<file path="src/rtl/tsc_pfd_cap.sv">
// Time stamp counter with 1pps/1ppms/1ppus strobes, GPS-vs-TSC phase detector
// and edge-triggered timestamp capture channels.
module tsc_pfd_cap #(
   parameter int CLK_HZ = 100_000_000,
   parameter int CNT_W  = 64,
   parameter int N_CAP  = 4
) (
   input  logic                     clk,
   input  logic                     rst_n,
   input  logic                     gps_1pps,
   input  logic                     tsc_sync,
   input  logic                     tsc_read,
   input  logic [N_CAP-1:0]         cap_in,
   input  logic [N_CAP-1:0]         cap_ack,
   output logic [CNT_W-1:0]         tsc_cnt,
   output logic                     tsc_1pps,
   output logic                     tsc_1ppms,
   output logic                     tsc_1ppus,
   output logic signed [31:0]       pdiff,
   output logic                     pdiff_valid,
   output logic                     pdiff_sat,
   output logic [N_CAP*CNT_W-1:0]   cap_ts,
   output logic [N_CAP-1:0]         cap_valid,
   output logic [N_CAP-1:0]         cap_ovf
);

   localparam int MS_DIV = CLK_HZ / 1000;
   localparam int US_DIV = CLK_HZ / 1_000_000;
   localparam int HALF   = CLK_HZ / 2;
   localparam int PPS_W  = $clog2(CLK_HZ);
   localparam int MS_W   = $clog2(MS_DIV);
   localparam int US_W   = (US_DIV > 1) ? $clog2(US_DIV) : 1;

   generate
      if (CLK_HZ % 1_000_000 != 0) begin : g_badClk
         $error("tsc_pfd_cap: CLK_HZ must be a multiple of 1_000_000");
      end
      if (N_CAP < 1 || N_CAP > 16) begin : g_badCap
         $error("tsc_pfd_cap: N_CAP must be in 1..16");
      end
   endgenerate

   typedef enum logic [1:0] {IDLE, G_FIRST, T_FIRST} phState_t;

   logic [CNT_W-1:0]              r_cnt;
   logic [CNT_W-1:0]              r_tscSnap;
   logic [2:0]                    r_gpsDly;
   logic                          r_gpsPulse;
   logic                          r_ppsRst;
   logic [PPS_W-1:0]              r_ppsCnt;
   logic [MS_W-1:0]               r_msCnt;
   logic [US_W-1:0]               r_usCnt;
   logic                          r_pps;
   logic                          r_ms;
   logic                          r_us;
   logic [2:0]                    r_tscDly;
   phState_t                      r_state;
   phState_t                      w_stateNxt;
   logic [31:0]                   r_phCnt;
   logic [31:0]                   w_phCntNxt;
   logic signed [31:0]            r_pdiff;
   logic signed [31:0]            w_pdiffNxt;
   logic                          r_valid;
   logic                          w_validNxt;
   logic                          r_sat;
   logic                          w_satNxt;
   logic [N_CAP-1:0]              r_capS0;
   logic [N_CAP-1:0]              r_capS1;
   logic [N_CAP-1:0]              r_capS2;
   logic [N_CAP-1:0]              r_capEdge;
   logic [N_CAP-1:0][CNT_W-1:0]   r_capTs;
   logic [N_CAP-1:0]              r_capValid;
   logic [N_CAP-1:0]              r_capOvf;

   logic                          w_ppsWrap;
   logic                          w_msWrap;
   logic                          w_usWrap;
   logic                          w_ppsTerm;
   logic                          w_msTerm;
   logic                          w_usTerm;
   logic                          w_tscPulse;
   logic [CNT_W-1:0]              w_stamp;

   assign w_ppsWrap  = (r_ppsCnt == PPS_W'(CLK_HZ - 1));
   assign w_msWrap   = (r_msCnt == MS_W'(MS_DIV - 1));
   assign w_usWrap   = (r_usCnt == US_W'(US_DIV - 1));
   assign w_ppsTerm  = (r_ppsCnt == PPS_W'(CLK_HZ - 2));
   assign w_msTerm   = (r_msCnt == MS_W'(MS_DIV - 2));
   assign w_usTerm   = (US_DIV == 1) ? 1'b1 : (r_usCnt == US_W'(US_DIV - 2));
   assign w_tscPulse = r_tscDly[2];
   assign w_stamp    = r_cnt - CNT_W'(3);

   always_ff @(posedge clk or negedge rst_n) begin
      if (!rst_n) begin
         r_cnt     <= '0;
         r_tscSnap <= '0;
      end else begin
         r_cnt <= r_cnt + CNT_W'(1);
         if (tsc_read) begin
            r_tscSnap <= r_cnt;
         end
      end
   end

   // GPS edge detect; a pulse with tsc_sync high becomes the divider realign
   always_ff @(posedge clk or negedge rst_n) begin
      if (!rst_n) begin
         r_gpsDly   <= '0;
         r_gpsPulse <= 1'b0;
         r_ppsRst   <= 1'b0;
      end else begin
         r_gpsDly   <= {r_gpsDly[1:0], gps_1pps};
         r_gpsPulse <= r_gpsDly[1] & ~r_gpsDly[2];
         r_ppsRst   <= tsc_sync & r_gpsPulse;
      end
   end

   // Terminal counts are registered one count early so each strobe lands on the wrap cycle
   always_ff @(posedge clk or negedge rst_n) begin
      if (!rst_n) begin
         r_ppsCnt <= '0;
         r_msCnt  <= '0;
         r_usCnt  <= '0;
         r_pps    <= 1'b0;
         r_ms     <= 1'b0;
         r_us     <= 1'b0;
         r_tscDly <= '0;
      end else if (r_ppsRst) begin
         r_ppsCnt <= '0;
         r_msCnt  <= '0;
         r_usCnt  <= '0;
         r_pps    <= 1'b0;
         r_ms     <= 1'b0;
         r_us     <= 1'b0;
         r_tscDly <= '0;
      end else begin
         r_ppsCnt <= w_ppsWrap ? '0 : r_ppsCnt + PPS_W'(1);
         r_msCnt  <= (w_ppsWrap || w_msWrap) ? '0 : r_msCnt + MS_W'(1);
         r_usCnt  <= (w_ppsWrap || w_usWrap) ? '0 : r_usCnt + US_W'(1);
         r_pps    <= w_ppsTerm;
         r_ms     <= w_msTerm;
         r_us     <= w_usTerm;
         r_tscDly <= {r_tscDly[1:0], r_pps};
      end
   end

   always_ff @(posedge clk or negedge rst_n) begin
      if (!rst_n) begin
         r_state <= IDLE;
         r_phCnt <= '0;
         r_pdiff <= '0;
         r_valid <= 1'b0;
         r_sat   <= 1'b0;
      end else begin
         r_state <= w_stateNxt;
         r_phCnt <= w_phCntNxt;
         r_pdiff <= w_pdiffNxt;
         r_valid <= w_validNxt;
         r_sat   <= w_satNxt;
      end
   end

   // The closing edge wins over a simultaneous new opposite edge, which is dropped
   always_comb begin
      w_stateNxt = r_state;
      w_phCntNxt = r_phCnt;
      w_pdiffNxt = r_pdiff;
      w_validNxt = 1'b0;
      w_satNxt   = r_sat;
      if (r_ppsRst) begin
         w_stateNxt = IDLE;
         w_phCntNxt = '0;
      end else begin
         case (r_state)
            IDLE: begin
               if (r_gpsPulse && w_tscPulse) begin
                  w_pdiffNxt = '0;
                  w_validNxt = 1'b1;
                  w_satNxt   = 1'b0;
               end else if (r_gpsPulse) begin
                  w_stateNxt = G_FIRST;
                  w_phCntNxt = 32'd1;
               end else if (w_tscPulse) begin
                  w_stateNxt = T_FIRST;
                  w_phCntNxt = 32'd1;
               end
            end
            G_FIRST: begin
               if (w_tscPulse) begin
                  w_pdiffNxt = $signed(r_phCnt);
                  w_validNxt = 1'b1;
                  w_satNxt   = 1'b0;
                  w_stateNxt = IDLE;
               end else if (r_phCnt == 32'(HALF)) begin
                  w_pdiffNxt = 32'(HALF);
                  w_validNxt = 1'b1;
                  w_satNxt   = 1'b1;
                  w_stateNxt = IDLE;
               end else begin
                  w_phCntNxt = r_phCnt + 32'd1;
               end
            end
            T_FIRST: begin
               if (r_gpsPulse) begin
                  w_pdiffNxt = -$signed(r_phCnt);
                  w_validNxt = 1'b1;
                  w_satNxt   = 1'b0;
                  w_stateNxt = IDLE;
               end else if (r_phCnt == 32'(HALF)) begin
                  w_pdiffNxt = -32'(HALF);
                  w_validNxt = 1'b1;
                  w_satNxt   = 1'b1;
                  w_stateNxt = IDLE;
               end else begin
                  w_phCntNxt = r_phCnt + 32'd1;
               end
            end
            default: begin
               w_stateNxt = IDLE;
            end
         endcase
      end
   end

   // Capture stamp subtracts the 3-cycle sync/edge latency to date the input rise
   always_ff @(posedge clk or negedge rst_n) begin
      if (!rst_n) begin
         r_capS0    <= '0;
         r_capS1    <= '0;
         r_capS2    <= '0;
         r_capEdge  <= '0;
         r_capTs    <= '0;
         r_capValid <= '0;
         r_capOvf   <= '0;
      end else begin
         r_capS0   <= cap_in;
         r_capS1   <= r_capS0;
         r_capS2   <= r_capS1;
         r_capEdge <= r_capS1 & ~r_capS2;
         for (int i = 0; i < N_CAP; i++) begin
            if (r_capEdge[i]) begin
               if (!r_capValid[i] || cap_ack[i]) begin
                  r_capTs[i]    <= w_stamp;
                  r_capValid[i] <= 1'b1;
                  r_capOvf[i]   <= 1'b0;
               end else begin
                  r_capOvf[i] <= 1'b1;
               end
            end else if (cap_ack[i]) begin
               r_capValid[i] <= 1'b0;
               r_capOvf[i]   <= 1'b0;
            end
         end
      end
   end

   assign tsc_cnt     = r_tscSnap;
   assign tsc_1pps    = r_pps;
   assign tsc_1ppms   = r_ms;
   assign tsc_1ppus   = r_us;
   assign pdiff       = r_pdiff;
   assign pdiff_valid = r_valid;
   assign pdiff_sat   = r_sat;
   assign cap_ts      = r_capTs;
   assign cap_valid   = r_capValid;
   assign cap_ovf     = r_capOvf;

endmodule
</file>
<file path="config.mk">
export PLATFORM = sky130hd
export DESIGN_NAME = tsc_pfd_cap
export DESIGN_NICKNAME = d
export VERILOG_FILES = /design/src/rtl/tsc_pfd_cap.sv
export SDC_FILE = /design/constraint.sdc
export NUM_CORES = 1
export LEC_CHECK = 0
export BUFFER_PORTS_ARGS = -buffer_cell sky130_fd_sc_hd__buf_2
export CAP_MARGIN = 20
export CORE_MARGIN = 1.5
export CORE_UTILIZATION = 40
export CTS_CLUSTER_DIAMETER = 40
export DETAILED_ROUTE_END_ITERATION = 10
export HOLD_SLACK_MARGIN = 0.05
export SETUP_SLACK_MARGIN = 0.15
export SLEW_MARGIN = 10
export SYNTH_ARGS = -nofsm -noshare
export SYNTH_HDL_FRONTEND = slang
export SYNTH_SLANG_ARGS = --single-unit
</file>
<file path="constraint.sdc">
create_clock -name clk -period 3.4 [get_ports clk]
set_clock_uncertainty 0.1 [all_clocks]
set_input_delay 0.68 -clock clk [delete_from_list [all_inputs] [get_ports clk]]
set_output_delay 0.68 -clock clk [all_outputs]
set_load 0.03 [all_outputs]
</file>
=== After elaboration in Yosys (flattened, before gate mapping) ===
Index checks and enable logic that the tools add are counted.

* Eq/ne operators: 20
* Reductions and logical operators: 30
* Muxes and demuxes: 63
* Bitwise gates (word level): 6
* Add/sub/neg operators: 7

{| class="wikitable"
|+ Operators with widths
! kind !! count
|-
| 2-to-1 mux 32 bit || 12
|-
| one-hot mux 32 bit (3 select lines) || 2
|-
| adder 64 x 1 -> 64 bit, second input constant || 1
|-
| subtractor 64 x 2 -> 64 bit, second input constant || 1
|-
| == test 27 bit, second input constant || 2
|-
| 2-to-1 mux 27 bit || 2
|-
| == test 17 bit, second input constant || 2
|-
| 2-to-1 mux 17 bit || 2
|-
| adder 32 x 1 -> 32 bit, second input constant || 1
|-
| == test 32 x 26 -> 1 bit, second input constant || 1
|-
| 2-to-1 mux 1 bit || 32
|-
| negator 32 bit || 1
|-
| adder 27 x 1 -> 27 bit, second input constant || 1
|-
| AND reduction 2 bit || 9
|-
| adder 17 x 1 -> 17 bit, second input constant || 1
|-
| inequality test 3 bit, second input constant || 5
|-
| == test 7 bit, second input constant || 2
|-
| 2-to-1 mux 2 bit || 7
|-
| 2-to-1 mux 7 bit || 2
|-
| AND reduction 5 bit || 2
|-
| inequality test 2 x 1 -> 1 bit, second input constant || 4
|-
| nonzero test 2 bit || 4
|-
| adder 7 x 1 -> 7 bit, second input constant || 1
|-
| logical OR 1 bit || 6
|-
| 17 further kinds || 23
|}

* Input bits: 13
* Logic and storage cells: 159
* Bits in registers: 538

=== Depth between registers and ports, before layout ===
Gate-level depths: netlist (run 1).

* Word-level depth: 5
* Depth in mapped cells: 11
* Depth with buffers taken out: 8

=== Worst setup path before layout (run 1) ===
No wires, ideal clock.

* Path type: register -> register
* From: register r_cnt[21]
* To: register r_capTs, in the netlist cap_ts[40]
* Data required time: 3.162 ns
* Setup slack: 0.531 ns
* Buffers on the path: 2
* Arrival: 2.631 ns
* Stages on the path, launching flop included: 9
* Cell sequence: dfrtp_1 -> buf_6 -> or4_4 -> or4_4 -> or4_1 -> clkbuf_1 -> or3_1 -> a21oi_2 -> a21oi_1

* Longest elaborated chain between the ends: 1

{| class="wikitable"
|+ RTL lines
! element !! line !! source
|-
| from (decl) || 45 || <nowiki>logic [CNT_W-1:0] r_cnt;</nowiki>
|-
| from (signal assigned) || 98 || <nowiki>r_cnt <= r_cnt + CNT_W'(1);</nowiki>
|-
| subtractor 64 x 2 -> 64 bit || 91 || <nowiki>assign w_stamp = r_cnt - CNT_W'(3);</nowiki>
|-
| to (signal, indexed assignment) || 243 || <nowiki>r_capTs[i] <= w_stamp;</nowiki>
|-
| to (decl) || 71 || <nowiki>logic [N_CAP-1:0][CNT_W-1:0] r_capTs;</nowiki>
|}

No other way between the ends.
A chain may end at the register's enable or synchronous reset.

=== Worst setup path after layout (run 1) ===
* From: register r_cnt[5]
* To: register r_capTs, in the netlist cap_ts[223]

The elaborated chain is that of the path after synthesis.

==> results of run 1 <==
## final cells by class
cell class,instances,area share (%)
inverters,26,0.3312
multi-input cells,1585,31.43
repair buffers,469,9.334
well taps,765,3.249
clock inverters,58,1.864
flip-flops and latches,538,45.69
clock buffers,104,8.098
## worst min path at each step
stage,from,cells past startpoint,to
6_report,gps_1pps,1,r_gpsDly[0]
3_5_place_dp,r_capS0[1],0,r_capS1[1]
4_1_cts,gps_1pps,1,r_gpsDly[0]
5_1_grt,gps_1pps,1,r_gpsDly[0]
2_1_floorplan,r_capS0[0],0,r_capS1[0]
3_3_place_gp,r_gpsDly[0],0,r_gpsDly[1]
## worst reg2reg max path, cell delays in order, from the launching register on
cell and delay, ns:
dfrtp_1 0.45, or4_4 0.58, a211o_1 0.37, or4_4 0.59
xor2_1 0.61, o21ai_0 0.20
## routing by layer
layer  part of all wire (%)  routed length (um)  up-vias
met5                      0                   0        -
met4                    2.9                1988        0
met3                    8.0                5575      122
met2                     44               30880      653
met1                     45               31070     9116
li1                       -                   -     8736
## cell usage after synthesis, drive strengths merged, types with 5 or more instances
master / number / area (sq um)
a22oi: 8 / 60.06
nor2b: 10 / 62.56
clkbuf: 157 / 590.6
xor2: 66 / 578.1
nor3b: 6 / 45.04
a221oi: 5 / 43.79
inv: 23 / 86.33
nand2b: 12 / 75.07
nand4: 32 / 200.2
a21oi: 40 / 207.7
nor2: 180 / 675.7
nor3: 64 / 340.3
a22o: 5 / 43.79
ha: 13 / 162.7
mux2: 70 / 788.3
and4: 14 / 123.9
a211oi: 6 / 45.04
nor4: 33 / 219.0
buf: 14 / 88.84
o21ai: 279 / 1411
or2: 6 / 37.54
o21bai: 5 / 37.54
nor4b: 5 / 43.79
o31ai: 19 / 142.6
xnor2: 121 / 1060
dfrtp: 538 / 13460
or3: 25 / 156.4
or4: 13 / 112.6
nand3: 84 / 420.4
nand2: 362 / 1359
and2: 14 / 90.09
a31oi: 10 / 62.56
and3: 27 / 168.9
## sequential cells by signal, indices dropped and copies added (netlist names), 2 cells and up
| name | cells |
|---|---|
| r_state | 2 |
| r_cnt | 64 |
| cap_valid | 4 |
| tsc_cnt | 64 |
| r_capS2 | 4 |
| r_phCnt | 32 |
| r_ppsCnt | 27 |
| cap_ts | 256 |
| r_usCnt | 7 |
| r_msCnt | 17 |
| cap_ovf | 4 |
| r_capS1 | 4 |
| r_gpsDly | 3 |
| r_tscDly | 3 |
| pdiff | 32 |
| r_capEdge | 4 |
| r_capS0 | 4 |
## cell usage in the layout, fill, tap and decap left out, types with 7 or more instances in the layout
| cell type | synthesis | layout |
|---|---|---|
| inv_8 | 0 | 10 |
| clkbuf_16 | 0 | 91 |
| nor2_1 | 180 | 180 |
| clkinvlp_4 | 0 | 12 |
| buf_2 | 8 | 376 |
| o21ai_1 | 12 | 12 |
| nand4_1 | 32 | 32 |
| buf_4 | 1 | 75 |
| and2_1 | 13 | 13 |
| clkinv_2 | 0 | 7 |
| and3_1 | 27 | 27 |
| o21ai_0 | 263 | 263 |
| inv_6 | 0 | 19 |
| and4_1 | 13 | 13 |
| xnor2_1 | 121 | 121 |
| a22oi_1 | 8 | 8 |
| o31ai_1 | 19 | 18 |
| dfrtp_1 | 538 | 538 |
| mux2_2 | 70 | 70 |
| nor4_1 | 31 | 31 |
| ha_1 | 13 | 13 |
| nand2_1 | 362 | 358 |
| a31oi_1 | 10 | 10 |
| xor2_1 | 66 | 66 |
| nor3_1 | 60 | 59 |
| clkbuf_1 | 156 | 7 |
| buf_12 | 0 | 12 |
| or4_1 | 9 | 9 |
| inv_1 | 23 | 23 |
| nor2b_1 | 10 | 10 |
| a21oi_1 | 38 | 38 |
| nand3_1 | 84 | 84 |
| or3_1 | 25 | 25 |
| nand2b_1 | 12 | 12 |
## per-stage QoR
stage / cells / total power, mW / setup slack [ns]
floorplan: 2320 / 8.220 / 0.5313
global placement: 3377 / 8.950 / 0.4504
detailed placement: 3377 / 8.993 / 0.4111
CTS: 3544 / 17.80 / 0.3940
global route: 3545 / 18.37 / 0.2825
finish: 3545 / 17.62 / 0.3389
## cell families (layout without fill, tap and decap cells)
logic type               count (synthesis)  in the layout  synth area share, %
AO/OA/AOI/OAI                          411            411                9.973
flip-flops                             538            538                57.38
adder cells (fa/ha/maj)                 13             13               0.6933
XOR/XNOR                               187            187                6.981
AND/OR/NAND/NOR                        900            900                18.13
multiplexers                            74             74                3.531
buffers and inverters                  197            657                3.312
## power breakdown
group	leakage [nW]	switching, mW	internal [mW]
Sequential	7.33	0.210	6.64
Combinational	5.69	1.39	0.655
Clock	1.42	3.41	5.31
Total	14.4	5.02	12.6
==> key figures, run 1 <==
Synthesis
  • FF+latch count, synth: 538
  • Top FF cell, synth: dfrtp_1
  • Sequential area share after synthesis: 57.38%
  • Syn nets: 2346
  • Ys async rst share: 100.0%
  • Synth cell types: 72
  • Mapped Avg Cell Area: 10.11 sq um
  • Mapped cell area: 23460 sq um
  • Yosys warnings: 0
  • Number of enable flip-flop cells after synthesis: 0
  • Synth Instances: 2320

Critical path
  • Critical Path RT: 3.75 ns
  • R2r setup slk: 0.34 ns
  • CP most frequent cell: or4_4
  • Worst EP arrival: 3.41 ns
  • Reg-to-Reg End: cap_ts[223]
  • Slowest CP cell: xor2_1
  • Worst Setup SP: r_cnt[5]
  • Setup CP Type: flip-flop to flip-flop
  • Worst setup path endpoint: cap_ts[223]
  • Crit path buf inv count: 0
  • Worst r2r src: r_cnt[5]
  • Critical path depth: 5
  • Crit path max-delay family: simple AND/OR/NAND/NOR gates
  • FF-to-FF path depth: 5
  • Kind of start point of the critical path: flip-flop
  • CP Cell Sequence: or4_4 -> a211o_1 -> or4_4 -> xor2_1 -> o21ai_0
  • CP max stage delay: 0.61 ns
  • Crit-path max FO: 7
  • Critical Path Sink Type: flip-flop

GRT
  • Gr usage total: 23.23%
  • Largest net degree at the start of global routing: 94
  • Grt total ovfl: 0
  • Met2 usage: 34.90%
  • Met3 Track Usage GR: 6.254%
  • Busiest grt layer: met2
  • Initial antenna violation count: 3
  • First-pass GRT wire length: 108600 um
  • Vias in the first global route: 18290
  • GRT met1 Usage: 32.31%

Layout
  • Ratio of cells with drive above 1 in the final layout: 25.97%
  • ANT cells: 0
  • Footprint of the multi-input gates: 9261 sq um
  • Nets: 2733
  • Reg area: 13460 sq um
  • Fill count: 5272
  • Design area: 29460 sq um
  • End-of-flow core utilization: 50.97%
  • Area Growth Syn to Fin: 25.59%

CTS
  • Root Driver: clkbuf_16
  • Longest Clk Path Bufs: 3
  • H-tree depth: 3
  • CTS Hold Bufs: 5
  • TritonCTS clock tree: built
  • Clock slew at reported path FFs: 0.06 ns
  • CTS resizes: 0
  • CTS Sinks: 538
  • Worst-skew pair later-pin latency: 0.62 ns
  • Postcts setup bufs: 0
  • CTS buffer count: 87

Die
  • Die ar.: 60120 sq um
  • Core box area: 57810 sq um
  • Die height: 245.2 um
  • Initial Util: 40.59%
  • Site row count: 88
  • Die width: 245.2 um
  • Ports: 378

STA
  • Period utilisation layout: 90.03%
  • Slew at the pin closest to its max-slew limit: 0.9093 ns
  • RSZ-0062 raised after global routing: false
  • Final-report hold violation count: 0
  • Worst hold slack: 0.09680 ns
  • Total negative slack: 0 ns
  • Normalized max-slew margin: 39.38%
  • # setup viols final: 0
  • Period minus WS final: 3.061 ns
  • Max Freq: 326.7 MHz
  • Fin. max-slew vios: 0

Power
  • Lkg Pwr: 14.43 nW
  • PwrDens: 598.1 nW/um^2
  • Worst vdd ir: 0.3583 mV

Place
  • Placed Area: 26470 sq um
  • Gpl congestion: 0.9044
  • Port bufs: 377
  • Post-DP HPWL: 50020 um

Drt
  • Antenna Violating Nets Remaining: 0
  • Via count: 18630
  • Vias per cell: 5.254
  • Per-cell routed wire length: 19.61 um
  • DR pass1 iterations: 6
  • Initial DRC Count: 1504
  • Routed wire length: 69520 um
  • DRC: 0

Flow run
  • Max cap viols: 0

Outcome
  • Status: complete, no violations

Min path
  • Min-Delay Path Class: primary input to flip-flop
Power figures use the tool's default switching activity.
==> run 2, diff against run 1 <==
Clock period 3.4 ns to 2.6 ns, I/O delays scaled along.
==> run 2 against run 1 <==
Against the previous run: the run now ends with setup timing left; first-iteration DRC count fell by 31%; worst hold slack improved by 0.15 ns; maximum frequency is 8.0% higher; die area is the same; non-clock buffer count is 174 higher; sequential share of layout area is 4.3 points lower; cell count increased by 4.9%; combinational power grew 53%; via count rose by 5.3%; critical path depth grew 1; critical path type unchanged.
==> key figures, run 2 (same netlist as run 1, synthesis figures left out) <==
Critical path
  • Critical Path Sink Type: flip-flop (unchanged)
  • Worst EP arrival: 3.22 ns (was 3.41 ns)
  • CP most frequent cell: or4_4 (unchanged)
  • Critical Path RT: 2.99 ns (was 3.75 ns)
  • Slowest CP cell: or4_4 (was xor2_1)
  • Crit-path max FO: 4 (was 7)
  • Kind of start point of the critical path: flip-flop (unchanged)
  • CP Cell Sequence: or4_4 -> or4_4 -> or4_4 -> or3_4 -> a21oi_4 -> a21oi_1 (was or4_4 -> a211o_1 -> or4_4 -> xor2_1 -> o21ai_0)
  • Worst r2r src: r_cnt[21] (was r_cnt[5])
  • CP max stage delay: 0.56 ns (was 0.61 ns)
  • Worst Setup SP: r_cnt[21] (was r_cnt[5])
  • Setup CP Type: flip-flop to flip-flop (unchanged)

Die
  • Ports: 378 (unchanged)
  • Die height: 245.2 um (unchanged)
  • Die width: 245.2 um (unchanged)
  • Initial Util: 40.59% (unchanged)
  • Core box area: 57810 sq um (unchanged)
  • Die ar.: 60120 sq um (unchanged)
  • Site row count: 88 (unchanged)

Power
  • PwrDens: 750.9 nW/um^2 (was 598.1 nW/um^2)
  • Lkg Pwr: 15.78 nW (was 14.43 nW)
  • Worst vdd ir: 0.5795 mV (was 0.3583 mV)
  • Final Power: 24.47 mW (was 17.62 mW)

CTS
  • TritonCTS clock tree: built (unchanged)
  • Longest Clk Path Bufs: 3 (unchanged)
  • Clock slew at reported path FFs: 0.06 ns (about the same)
  • H-tree depth: 3 (unchanged)
  • Root Driver: clkbuf_16 (unchanged)
  • CTS Sinks: 538 (unchanged)
  • CTS buffer count: 88 (was 87)
  • Worst-skew pair later-pin latency: 0.63 ns (was 0.62 ns)

Layout
  • Ratio of cells with drive above 1 in the final layout: 36.95% (was 25.97%)
  • End-of-flow core utilization: 56.38% (was 50.97%)
  • Commonest non-fill, non-tap cells in the layout: dfrtp_1, buf_2, nand2_1 (unchanged)
  • Most common cell after layout, fill and taps aside: dfrtp_1 (unchanged)
  • Area Growth Syn to Fin: 38.90% (was 25.59%)
  • Nets: 2908 (was 2733)
  • Max FFs per register: 256 (unchanged)
  • Fill count: 4996 (was 5272)
  • ANT cells: 0 (unchanged)
  • Design area: 32590 sq um (was 29460 sq um)

GRT
  • First-pass GRT wire length: 111500 um (was 108600 um)
  • Vias in the first global route: 19630 (was 18290)
  • Grt total ovfl: 0 (unchanged)
  • Largest net degree at the start of global routing: 118 (was 94)
  • Initial antenna violation count: 0 (was 3)
  • Gr usage total: 23.50% (was 23.23%)

Outcome
  • Failing checks: setup timing
  • Status: finished with violations (was complete, no violations)

Flow run
  • Max cap viols: 0 (unchanged)

Place
  • Post-DP HPWL: 49470 um (was 50020 um)
  • Pre-CTS WS: -0.3443 ns (was 0.4111 ns)
  • Gpl congestion: 0.8950 (was 0.9044)
  • Placed Area: 27760 sq um (was 26470 sq um)
  • Port bufs: 377 (unchanged)

STA
  • Final-report hold violation count: 0 (unchanged)
  • Worst setup margin: -0.2336 ns (was 0.3389 ns)
  • # setup viols final: 87 (was 0)
  • Period minus WS final: 2.834 ns (was 3.061 ns)
  • Normalized max-slew margin: 57.18% (was 39.38%)
  • Period utilisation layout: 109.0% (was 90.03%)
  • Slew at the pin closest to its max-slew limit: 0.6423 ns (was 0.9093 ns)
  • RSZ-0062 raised after global routing: true (was false)
  • Total negative slack: -9.603 ns (was 0 ns)
  • Fin. max-slew vios: 0 (unchanged)
  • Max Freq: 352.9 MHz (was 326.7 MHz)

Min path
  • Worst hold start: r_capS0[1] (was gps_1pps)
  • Min-Delay Path Class: flip-flop to flip-flop (was primary input to flip-flop)

Drt
  • Via count: 19610 (was 18630)
  • Antenna Violating Nets Remaining: 0 (unchanged)
  • DRC: 0 (unchanged)
  • Routed wire length: 70650 um (was 69520 um)
  • Per-cell routed wire length: 18.99 um (was 19.61 um)
  • DR pass1 iterations: 5 (was 6)
  • Vias per cell: 5.272 (was 5.254)
  • Initial DRC Count: 1044 (was 1504)
## run 2: cell types whose count changed in the layout (fill, tap and decap cells not counted), moves of 11 or more
cell / delta
buf_4: +125
buf_6: +31
o21ai_2: +56
o21ai_0: -113
dfrtp_2: +11
dfrtp_1: -11
nor4_1: -14
buf_12: +11
o21ai_1: +57
xnor2_2: +18
nor2_1: -11
xnor2_1: -22
nand3_1: -13
## run 2: layer usage
layer	global-route usage [%]	share of wire (%)	vias up
met5	0	0	-
met4	8.442	2.8	0
met3	6.353	7.0	139
met2	37.05	47	601
met1	31.05	43	9757
li1	-	-	9115
## run 2: worst max-delay path: cells and delay by family, from the launching register on
family	cells	cell delay [ns]
flops	1	0.38
simple gates	4	1.91
compound gates	2	0.30
## run 2: per-stage QoR
stage | std cells | hold WS [ns]
global route | 3720 | 0.2473
detailed placement | 3511 | 0.2378
global placement | 3511 | 0.2340
floorplan | 2320 | 0.1244
CTS | 3704 | 0.2466
finish | 3720 | 0.2449
## run 2: power breakdown
| group | switching (mW) | leakage (nW) | internal, mW |
|---|---|---|---|
| logic | 2.00 | 6.93 | 1.14 |
| clock network | 4.67 | 1.53 | 7.73 |
| registers | 0.255 | 7.31 | 8.68 |
## run 2: repair_timing
item                       in CTS  in global routing
gates resized for setup       186                163
buffers inserted               16                 15
pin swaps                      68                 68
hold endpoints to repair       71                  0
hold buffers                   11                  0
setup endpoints to repair     181                249
cloned                          3                  1
## run 2: area by class of cell
cell class              count  area, sq um  share of cell area (%)
inverters                  26        97.59                  0.2995
well taps                 765        957.2                   2.937
clock inverters            64        842.1                   2.584
clock buffers              99         2345                   7.195
multi-input cells        1585        10530                   32.30
flip-flops and latches    538        13480                   41.35
repair buffers            643         4345                   13.33
## run 2: worst paths after layout
path	endpoint	cells after the start	slack [ns]
hold / removal	r_capS1[1]	0	0.24
min in group asynchronous	r_capS1[3]	2	0.27
setup reg to reg	cap_ts[40]	6	-0.23
hold reg to reg	r_capS1[1]	0	0.24
max in group asynchronous	r_usCnt[5]	3	1.28
setup / recovery	cap_ts[40]	6	-0.23
